[src/rtl/phy_rx_lanes.sv]
// PHY receive path: registers the serial stream, aligns on COM_SYM and deserialises bytes round-robin over LANES lanes.
// Optional loss-of-sync detection is enabled by defining PHY_RX_LOS_EN.
module phy_rx_lanes #(
    parameter int                DATA_W    = 8,
    parameter int                LANES     = 4,
    parameter logic [DATA_W-1:0] COM_SYM   = 8'hBC,
    parameter int                SYNC_CNT  = 4,
    parameter int                LOS_LIMIT = 32
) (
    input  logic                    clk_32f,
    input  logic                    rst,
    input  logic                    serial_in,
    output logic [LANES*DATA_W-1:0] data_out,
    output logic [LANES-1:0]        valid_out,
    output logic                    active,
    output logic                    idle_out
);

    localparam int BW = (DATA_W > 1) ? $clog2(DATA_W) : 1;
    localparam int PW = (LANES > 1) ? $clog2(LANES) : 1;
    localparam int CW = $clog2(SYNC_CNT + 1);

    typedef enum logic [1:0] {HUNT = 2'd0, LOCKING = 2'd1, LOCKED = 2'd2} state_t;

    state_t                  state_r, state_nxt_s;
    logic                    sin_q_r;
    logic [DATA_W-1:0]       shift_r;
    logic [BW-1:0]           bit_cnt_r, bit_cnt_nxt_s;
    logic [CW-1:0]           com_cnt_r, com_cnt_nxt_s;
    logic [PW-1:0]           ptr_r, ptr_nxt_s;
    logic [LANES-1:0]        fill_r, fill_nxt_s;
    logic [LANES*DATA_W-1:0] lane_r, lane_nxt_s;
    logic [LANES*DATA_W-1:0] data_out_r, data_nxt_s;
    logic [LANES-1:0]        valid_r, valid_nxt_s;
    logic                    active_r, active_nxt_s;
    logic                    idle_r, idle_nxt_s;
    logic                    byte_end_s, is_com_s, los_hit_s;

    assign byte_end_s = (bit_cnt_r == BW'(DATA_W - 1));
    assign is_com_s   = (shift_r == COM_SYM);

`ifdef PHY_RX_LOS_EN
    localparam int LW = $clog2(LOS_LIMIT + 1);
    logic [LW-1:0] los_cnt_r, los_nxt_s;

    assign los_hit_s = (state_r == LOCKED) && byte_end_s && !is_com_s &&
                       (los_cnt_r == LW'(LOS_LIMIT - 1));

    // Consecutive non-COM byte counter while locked.
    always_comb begin
        los_nxt_s = los_cnt_r;
        if (state_r != LOCKED || los_hit_s) begin
            los_nxt_s = {LW{1'b0}};
        end else if (byte_end_s) begin
            los_nxt_s = is_com_s ? {LW{1'b0}} : los_cnt_r + LW'(1);
        end else begin
            los_nxt_s = los_cnt_r;
        end
    end

    // Loss-of-sync counter register.
    always_ff @(posedge clk_32f or posedge rst) begin
        if (rst) begin
            los_cnt_r <= {LW{1'b0}};
        end else begin
            los_cnt_r <= los_nxt_s;
        end
    end
`else
    assign los_hit_s = 1'b0;
`endif

    // State register.
    always_ff @(posedge clk_32f or posedge rst) begin
        if (rst) begin
            state_r <= HUNT;
        end else begin
            state_r <= state_nxt_s;
        end
    end

    // Next-state logic: HUNT scans every bit, LOCKING/LOCKED act only on byte boundaries.
    always_comb begin
        state_nxt_s = state_r;
        case (state_r)
            HUNT: begin
                if (is_com_s) begin
                    state_nxt_s = (SYNC_CNT == 1) ? LOCKED : LOCKING;
                end else begin
                    state_nxt_s = HUNT;
                end
            end
            LOCKING: begin
                if (byte_end_s && is_com_s) begin
                    state_nxt_s = (com_cnt_r == CW'(SYNC_CNT - 1)) ? LOCKED : LOCKING;
                end else if (byte_end_s) begin
                    state_nxt_s = HUNT;
                end else begin
                    state_nxt_s = LOCKING;
                end
            end
            LOCKED: begin
                if (los_hit_s) begin
                    state_nxt_s = HUNT;
                end else begin
                    state_nxt_s = LOCKED;
                end
            end
            default: state_nxt_s = HUNT;
        endcase
    end

    // Output/datapath next values: lane fill, group emit and partial flush.
    always_comb begin
        bit_cnt_nxt_s = byte_end_s ? {BW{1'b0}} : bit_cnt_r + BW'(1);
        com_cnt_nxt_s = com_cnt_r;
        ptr_nxt_s     = ptr_r;
        fill_nxt_s    = fill_r;
        lane_nxt_s    = lane_r;
        data_nxt_s    = data_out_r;
        valid_nxt_s   = {LANES{1'b0}};
        idle_nxt_s    = idle_r;
        case (state_r)
            HUNT: begin
                if (is_com_s) begin
                    bit_cnt_nxt_s = {BW{1'b0}};
                    com_cnt_nxt_s = CW'(1);
                end else begin
                    com_cnt_nxt_s = {CW{1'b0}};
                end
            end
            LOCKING: begin
                if (byte_end_s) begin
                    com_cnt_nxt_s = is_com_s ? com_cnt_r + CW'(1) : {CW{1'b0}};
                end else begin
                    com_cnt_nxt_s = com_cnt_r;
                end
            end
            LOCKED: begin
                if (byte_end_s && is_com_s) begin
                    idle_nxt_s = 1'b1;
                    if (ptr_r != {PW{1'b0}}) begin
                        for (int i = 0; i < LANES; i++) begin
                            if (fill_r[i]) begin
                                data_nxt_s[i*DATA_W +: DATA_W] = lane_r[i*DATA_W +: DATA_W];
                            end else begin
                                data_nxt_s[i*DATA_W +: DATA_W] = data_out_r[i*DATA_W +: DATA_W];
                            end
                        end
                        valid_nxt_s = fill_r;
                        ptr_nxt_s   = {PW{1'b0}};
                        fill_nxt_s  = {LANES{1'b0}};
                    end else begin
                        valid_nxt_s = {LANES{1'b0}};
                    end
                end else if (byte_end_s && !los_hit_s) begin
                    idle_nxt_s = 1'b0;
                    lane_nxt_s[int'(ptr_r)*DATA_W +: DATA_W] = shift_r;
                    fill_nxt_s[ptr_r] = 1'b1;
                    if (ptr_r == PW'(LANES - 1)) begin
                        data_nxt_s  = lane_nxt_s;
                        valid_nxt_s = {LANES{1'b1}};
                        ptr_nxt_s   = {PW{1'b0}};
                        fill_nxt_s  = {LANES{1'b0}};
                    end else begin
                        ptr_nxt_s = ptr_r + PW'(1);
                    end
                end else begin
                    valid_nxt_s = {LANES{1'b0}};
                end
            end
            default: com_cnt_nxt_s = {CW{1'b0}};
        endcase
        // Leaving or outside LOCKED always drops the partial group.
        if (state_nxt_s != LOCKED) begin
            idle_nxt_s = 1'b1;
            ptr_nxt_s  = {PW{1'b0}};
            fill_nxt_s = {LANES{1'b0}};
        end else begin
            idle_nxt_s = idle_nxt_s;
        end
        active_nxt_s = (state_nxt_s == LOCKED);
    end

    // Datapath and output registers.
    always_ff @(posedge clk_32f or posedge rst) begin
        if (rst) begin
            sin_q_r    <= 1'b0;
            shift_r    <= {DATA_W{1'b0}};
            bit_cnt_r  <= {BW{1'b0}};
            com_cnt_r  <= {CW{1'b0}};
            ptr_r      <= {PW{1'b0}};
            fill_r     <= {LANES{1'b0}};
            lane_r     <= {(LANES*DATA_W){1'b0}};
            data_out_r <= {(LANES*DATA_W){1'b0}};
            valid_r    <= {LANES{1'b0}};
            active_r   <= 1'b0;
            idle_r     <= 1'b1;
        end else begin
            sin_q_r    <= serial_in;
            shift_r    <= {shift_r[DATA_W-2:0], sin_q_r};
            bit_cnt_r  <= bit_cnt_nxt_s;
            com_cnt_r  <= com_cnt_nxt_s;
            ptr_r      <= ptr_nxt_s;
            fill_r     <= fill_nxt_s;
            lane_r     <= lane_nxt_s;
            data_out_r <= data_nxt_s;
            valid_r    <= valid_nxt_s;
            active_r   <= active_nxt_s;
            idle_r     <= idle_nxt_s;
        end
    end

    assign data_out  = data_out_r;
    assign valid_out = valid_r;
    assign active    = active_r;
    assign idle_out  = idle_r;

endmodule

[config.mk]
export PLATFORM = sky130hd
export DESIGN_NAME = phy_rx_lanes
export DESIGN_NICKNAME = d
export VERILOG_FILES = /design/src/rtl/phy_rx_lanes.sv
export SDC_FILE = /design/constraint.sdc
export NUM_CORES = 1
export LEC_CHECK = 0
export CORE_UTILIZATION = 56
export CTS_CLUSTER_SIZE = 30
export DETAILED_ROUTE_END_ITERATION = 16
export PLACE_DENSITY = 0.83
export SYNTH_ARGS = -nofsm -noshare
export SYNTH_HDL_FRONTEND = slang
export SYNTH_SLANG_ARGS = --single-unit
[constraint.sdc]
create_clock -name clk_32f -period 6.5 [get_ports clk_32f]
set_input_delay 0.975 -clock clk_32f [delete_from_list [all_inputs] [get_ports clk_32f]]
set_output_delay 0.975 -clock clk_32f [all_outputs]
set_load 0.005 [all_outputs]
==> results of run 1 <==
## per-stage QoR
step / hold WS (ps) / instances / power, mW / area [um2] / worst slack (ps)
2_1_floorplan: 331.2 / 303 / 0.6540 / 4106 / 3106
3_3_place_gp: 336.6 / 420 / 0.6695 / 4543 / 3723
3_5_place_dp: 344.8 / 420 / 0.6714 / 4543 / 3709
4_1_cts: 372.1 / 436 / 1.045 / 4735 / 3669
5_1_grt: 380.2 / 436 / 1.073 / 4735 / 3499
6_report: 366.8 / 436 / 1.037 / 4735 / 3594
## worst max-delay path: stages, from the launching register on
cell     delay (ps)
dfrtp_1         680
and4b_1         410
nand3_1         830
a32o_1          590
mux2_2          270
## state kept, by name (all words and copies together) (netlist names)
| signal | cells |
|---|---|
| active | 1 |
| bit_cnt_r | 3 |
| com_cnt_r | 3 |
| data_out | 32 |
| fill_r | 4 |
| idle_out | 1 |
| lane_r | 32 |
| ptr_r | 2 |
| shift_r | 8 |
| sin_q_r | 1 |
| state_r | 2 |
| valid_out | 4 |
## path summary, 6_finish.rpt
check,to,slack (ps),cells past startpoint
worst max-delay path,data_out[19],3590,4
worst min-delay path,shift_r[0],370,0
worst max register to register,data_out[19],3590,4
worst min register to register,shift_r[0],370,0
max in group asynchronous,com_cnt_r[0],4490,3
min in group asynchronous,lane_r[11],1280,3
## power groups by stage
stage | logic, mW | clock network [mW] | registers (mW)
2_1_floorplan | 0.0485 | 0 | 0.606
3_3_place_gp | 0.0540 | 0 | 0.615
3_5_place_dp | 0.0551 | 0 | 0.616
4_1_cts | 0.0560 | 0.384 | 0.605
5_1_grt | 0.0633 | 0.402 | 0.607
6_report | 0.0553 | 0.377 | 0.605
## placed cells by master, fill, tap and decap left out, types with 4 or more instances in the layout
cell type and n:
clkdlybuf4s50_1 40, a21oi_1 5, clkbuf_8 9, nand2_1 10
a22o_1 44, a32o_1 21, inv_1 6, a211oi_4 4
nand2b_1 6, dfrtp_1 92, nor3_1 4, mux2_1 5
nor2b_1 5, a31oi_1 4, o31ai_1 5, ha_1 10
mux2_2 27
## routing by layer
metal  vias up  part of all wire  GRT usage  wire [um]
met3        27             0.067    0.03676        551
met1      1425              0.45     0.3357       3699
met5         -                 0          0          0
met2       124              0.45     0.3487       3750
met4         0             0.034     0.1252        278
li1       1220                 -          -          -
## cell families (layout without fill, tap and decap cells)
kind of cell               after synthesis  after routing  synth area share
buffers and inverters                   28             65           0.03077
DFF                                     93             93            0.5670
adders and majority gates               10             10           0.03047
AOI/OAI and AO/OA                       94             94            0.2069
and+or+nand+nor                         45             45           0.07465
muxes                                   33             33           0.09019
## layout make-up
cell class                      count  area [um2]  share of cell area
Sequential cell                    93        2328              0.4918
Clock inverter                      5       60.06             0.01268
Multi-Input combinational cell    182        1652              0.3488
Clock buffer                       11       131.4             0.02775
Inverter                            7       27.53            0.005814
Tap cell                           96       120.1             0.02537
Timing Repair Buffer               42       415.4             0.08774
==> impl_metrics.toml, run 1 <==
[critical_path]
worst_ep_required_time_ps = 6740
cp_max_fo = 23
startpoint = "shift_r[5]"
cp-start-kind = "register"
path_class = "reg -> reg"
crit_arrival_ps = 3150
critPathCaptureType = "register"
regToRegStartpoint = "shift_r[5]"

[sta]
hold_viol = 0
max_freq_ghz = 0.3441
post-route-min-period_ps = 2906
worst_slew_pin_slew_ps = 1120
rsz0062_at_grt = "false"
setup_violations = 0
min_period_over_period = 0.4471
setup-tns-final_ps = 0
skew_ps = 10.18
slew_viol_final = 0
slew_headroom = 0.2535

[floorplan]
fp.coreArea_mm2 = 0.006944
boundaryPins = 41
start_util = 0.5914
die_area_mm2 = 0.007679
fp.dieH_um = 87.63
num_rows = 30
dieWidth_um = 87.63

[route]
vias_per_cell = 6.413
wl_per_cell_um = 18.99
via_count = 2796
drc = 0
dr.pass1.iters = 5
routed_wl_mm = 8.279
drtIter0Drc = 234
postRouteAntennaNets = 0

[synth]
synth-seq-cells = 93
synth-async-reset-ratio = 1.000
ys.flop_type = "dfrtp_1"
yosys-top-cells-area = "dfrtp_1 56%, a22o_1 9.4%, mux2_2 7.4%"
netlist_top_cells_count = "92 x dfrtp_1, 44 x a22o_1, 27 x mux2_2"
synth_area_per_cell_um2 = 13.55
synthesis.area_mm2 = 0.004106
syn-num-nets = 316
yosysWarnings = 0
yosysMostFrequentCell = "dfrtp_1"
synth_top_area_frac = 0.5606
ys_types = 45
netlist_instances = 303
synth-edff-count = 0
seq_area_frac_synth = 0.5670
yosysTopAreaCell = "dfrtp_1"

[power_and_ir_drop]
swShare = 0.2394
cellPowerDensity_mw_per_mm2 = 219.1
power_switching_mw = 0.2483
pwr-share-clk = 0.363
ir_worst_vdd_uv = 135.0
p_seq_frac = 0.583
p_leak_nw = 2.112
p_int_mw = 0.7891
combPwrFrac = 0.053

[finish]
final_util = 0.6818
nFillCells = 505
final_layout_size_suffix_gt1_frac = 0.1706
area_growth_pct = 15.30
layout.nets = 348
diodes = 0

[clock_tree]
cts.sinks = 93
clockBufferDepth = 2
cts_setup_buffers = 0
cts_tree = "done"
cts_buffers = 9
cts.clk_slew.worst_paths_ps = 90
cts_hold_buffers = 0
htree_levels = 3
clock_latency_ps = 360
cts_resized = 0
cts_root_buf = "clkbuf_8"

[placed_design]
finalWeightedCongestion = 0.9421
hpwl_mm = 5.136
port_buffers = 40

[worst_hold_path]
min-delay-start = "sin_q_r"
hold_path_class = "reg -> reg"

[global_route]
grt-ovfl-total = 0
grt_max_degree = 94
grt_pass1_vias = 2730
track_usage = 0.2348
grt_pass1_wl_mm = 13.49
antenna_found_initial = 0

[flow_run]
drv_cap = 0

[run_status]
status = "finished, final reports clean"
Power figures use the tool's default switching activity.
==> run 2: changes to the inputs <==
Settings changed: CORE_UTILIZATION 56 to 51, PLACE_DENSITY 0.83 to 0.79.
Clock period 6.5 ns to 2.63 ns, I/O delays scaled along.
==> impl_metrics.toml, run 2 (same netlist as run 1, synthesis figures left out) <==
[run_status]
status = "finished, final reports clean"

[global_route]
grt-ovfl-total = 0
grt_pass1_wl_mm = 14.19
grt_pass1_vias = 2806
track_usage = 0.2196
grt_max_degree = 94
antenna_found_initial = 0

[clock_tree]
cts_hold_buffers = 0
cts_setup_buffers = 0
cts_buffers = 9
htree_levels = 3
clockBufferDepth = 2
cts.clk_slew.worst_paths_ps = 100
cts.sinks = 93
cts_root_buf = "clkbuf_8"
clock_latency_ps = 370
cts_tree = "done"
cts_resized = 0

[sta]
slew_headroom = 0.2874
min_period_over_period = 0.9371
skew_ps = 13.54
setup-tns-final_ps = 0
worst_slew_pin_slew_ps = 1060
setup_violations = 0
slew_viol_final = 0
rsz0062_at_grt = "false"
hold_slack_ps = 366.8
max_freq_ghz = 0.4058
hold_viol = 0
post-route-min-period_ps = 2464

[power_and_ir_drop]
p_leak_nw = 2.194
power_mw = 2.588
ir_worst_vdd_uv = 487.9
cellPowerDensity_mw_per_mm2 = 530.2

[route]
drc = 0
dr.pass1.iters = 4
routed_wl_mm = 8.524
postRouteAntennaNets = 0
wl_per_cell_um = 18.65
vias_per_cell = 6.149
drtIter0Drc = 215
via_count = 2810

[critical_path]
critPathCaptureType = "register"
path_class = "reg -> reg"
r2r-end = "lane_r[27]"
regToRegStartpoint = "ptr_r[0]"
startpoint = "ptr_r[0]"
crit_end = "lane_r[27]"
reg2reg_depth = 5
crit_arrival_ps = 2770
cp-start-kind = "register"
reg2reg_setup_slack_ps = 170
cp_max_fo = 11
worst_ep_required_time_ps = 2930

[finish]
diodes = 0
seqCellArea_mm2 = 0.002328
final_layout_size_suffix_gt1_frac = 0.2113
fin_cells = 457
mostFrequentLayoutCells = "92 x dfrtp_1, 44 x a22o_1, 40 x clkdlybuf4s50_1"
area_growth_pct = 18.86
layout.nets = 363
final_util = 0.6284
multi_input_area_mm2 = 0.001652
layout_commonest_cell = "dfrtp_1"
nFillCells = 610

[placed_design]
port_buffers = 40
hpwl_mm = 5.720
place_inst = 441
finalWeightedCongestion = 0.8661

[floorplan]
dieWidth_um = 91.73
boundaryPins = 41
num_rows = 32
start_util = 0.5287
fp.dieH_um = 91.73
fp.coreArea_mm2 = 0.007767
die_area_mm2 = 0.008414

[flow_run]
drv_cap = 0

[worst_hold_path]
hold_path_class = "reg -> reg"
run 2: area by class of cell:
class                   count  share of cell area
flip-flops and latches     93              0.4771
multi-input cells         182              0.3384
clock buffers               9             0.02538
repair buffers             57              0.1107
inverters                   7            0.006152
clock inverters             7             0.01615
well taps                 102             0.02615
run 2: critical path, stage by stage, from the launching register on:
cell and delay [ps]:
dfrtp_1 560, inv_1 230, ha_1 380, nor4b_2 540
and2_0 460, a22o_1 230
run 2: stage by stage:
step,area (um2),worst slack (ps)
floorplan,4110,444.4
global placement,4678,339.1
detailed placement,4678,264.1
CTS,4881,221.5
global route,4881,14.12
finish,4881,165.5
run 2: worst min-delay path by stage:
stage / startpoint / endpoint / cells after the start
global placement: sin_q_r / shift_r[0] / 0
finish: sin_q_r / shift_r[0] / 0
floorplan: sin_q_r / shift_r[0] / 0
global route: sin_q_r / shift_r[0] / 0
CTS: sin_q_r / shift_r[0] / 0
detailed placement: sin_q_r / shift_r[0] / 0
run 2: power by group:
| group | leakage [nW] | switching, mW | internal, mW |
|---|---|---|---|
| clock | 0.102 | 0.564 | 0.376 |
| sequential | 1.27 | 0.0274 | 1.46 |
| combinational | 0.825 | 0.100 | 0.0624 |
| total | 2.19 | 0.691 | 1.90 |
run 2: per-layer routing:
metal,up-vias,track usage,share of wire,wire length [um]
li1,1267,-,-,-
met4,0,0.09245,0.016,136
met3,14,0.04395,0.057,485
met1,1426,0.3130,0.45,3827
met2,103,0.3296,0.48,4075
met5,-,0,0,0
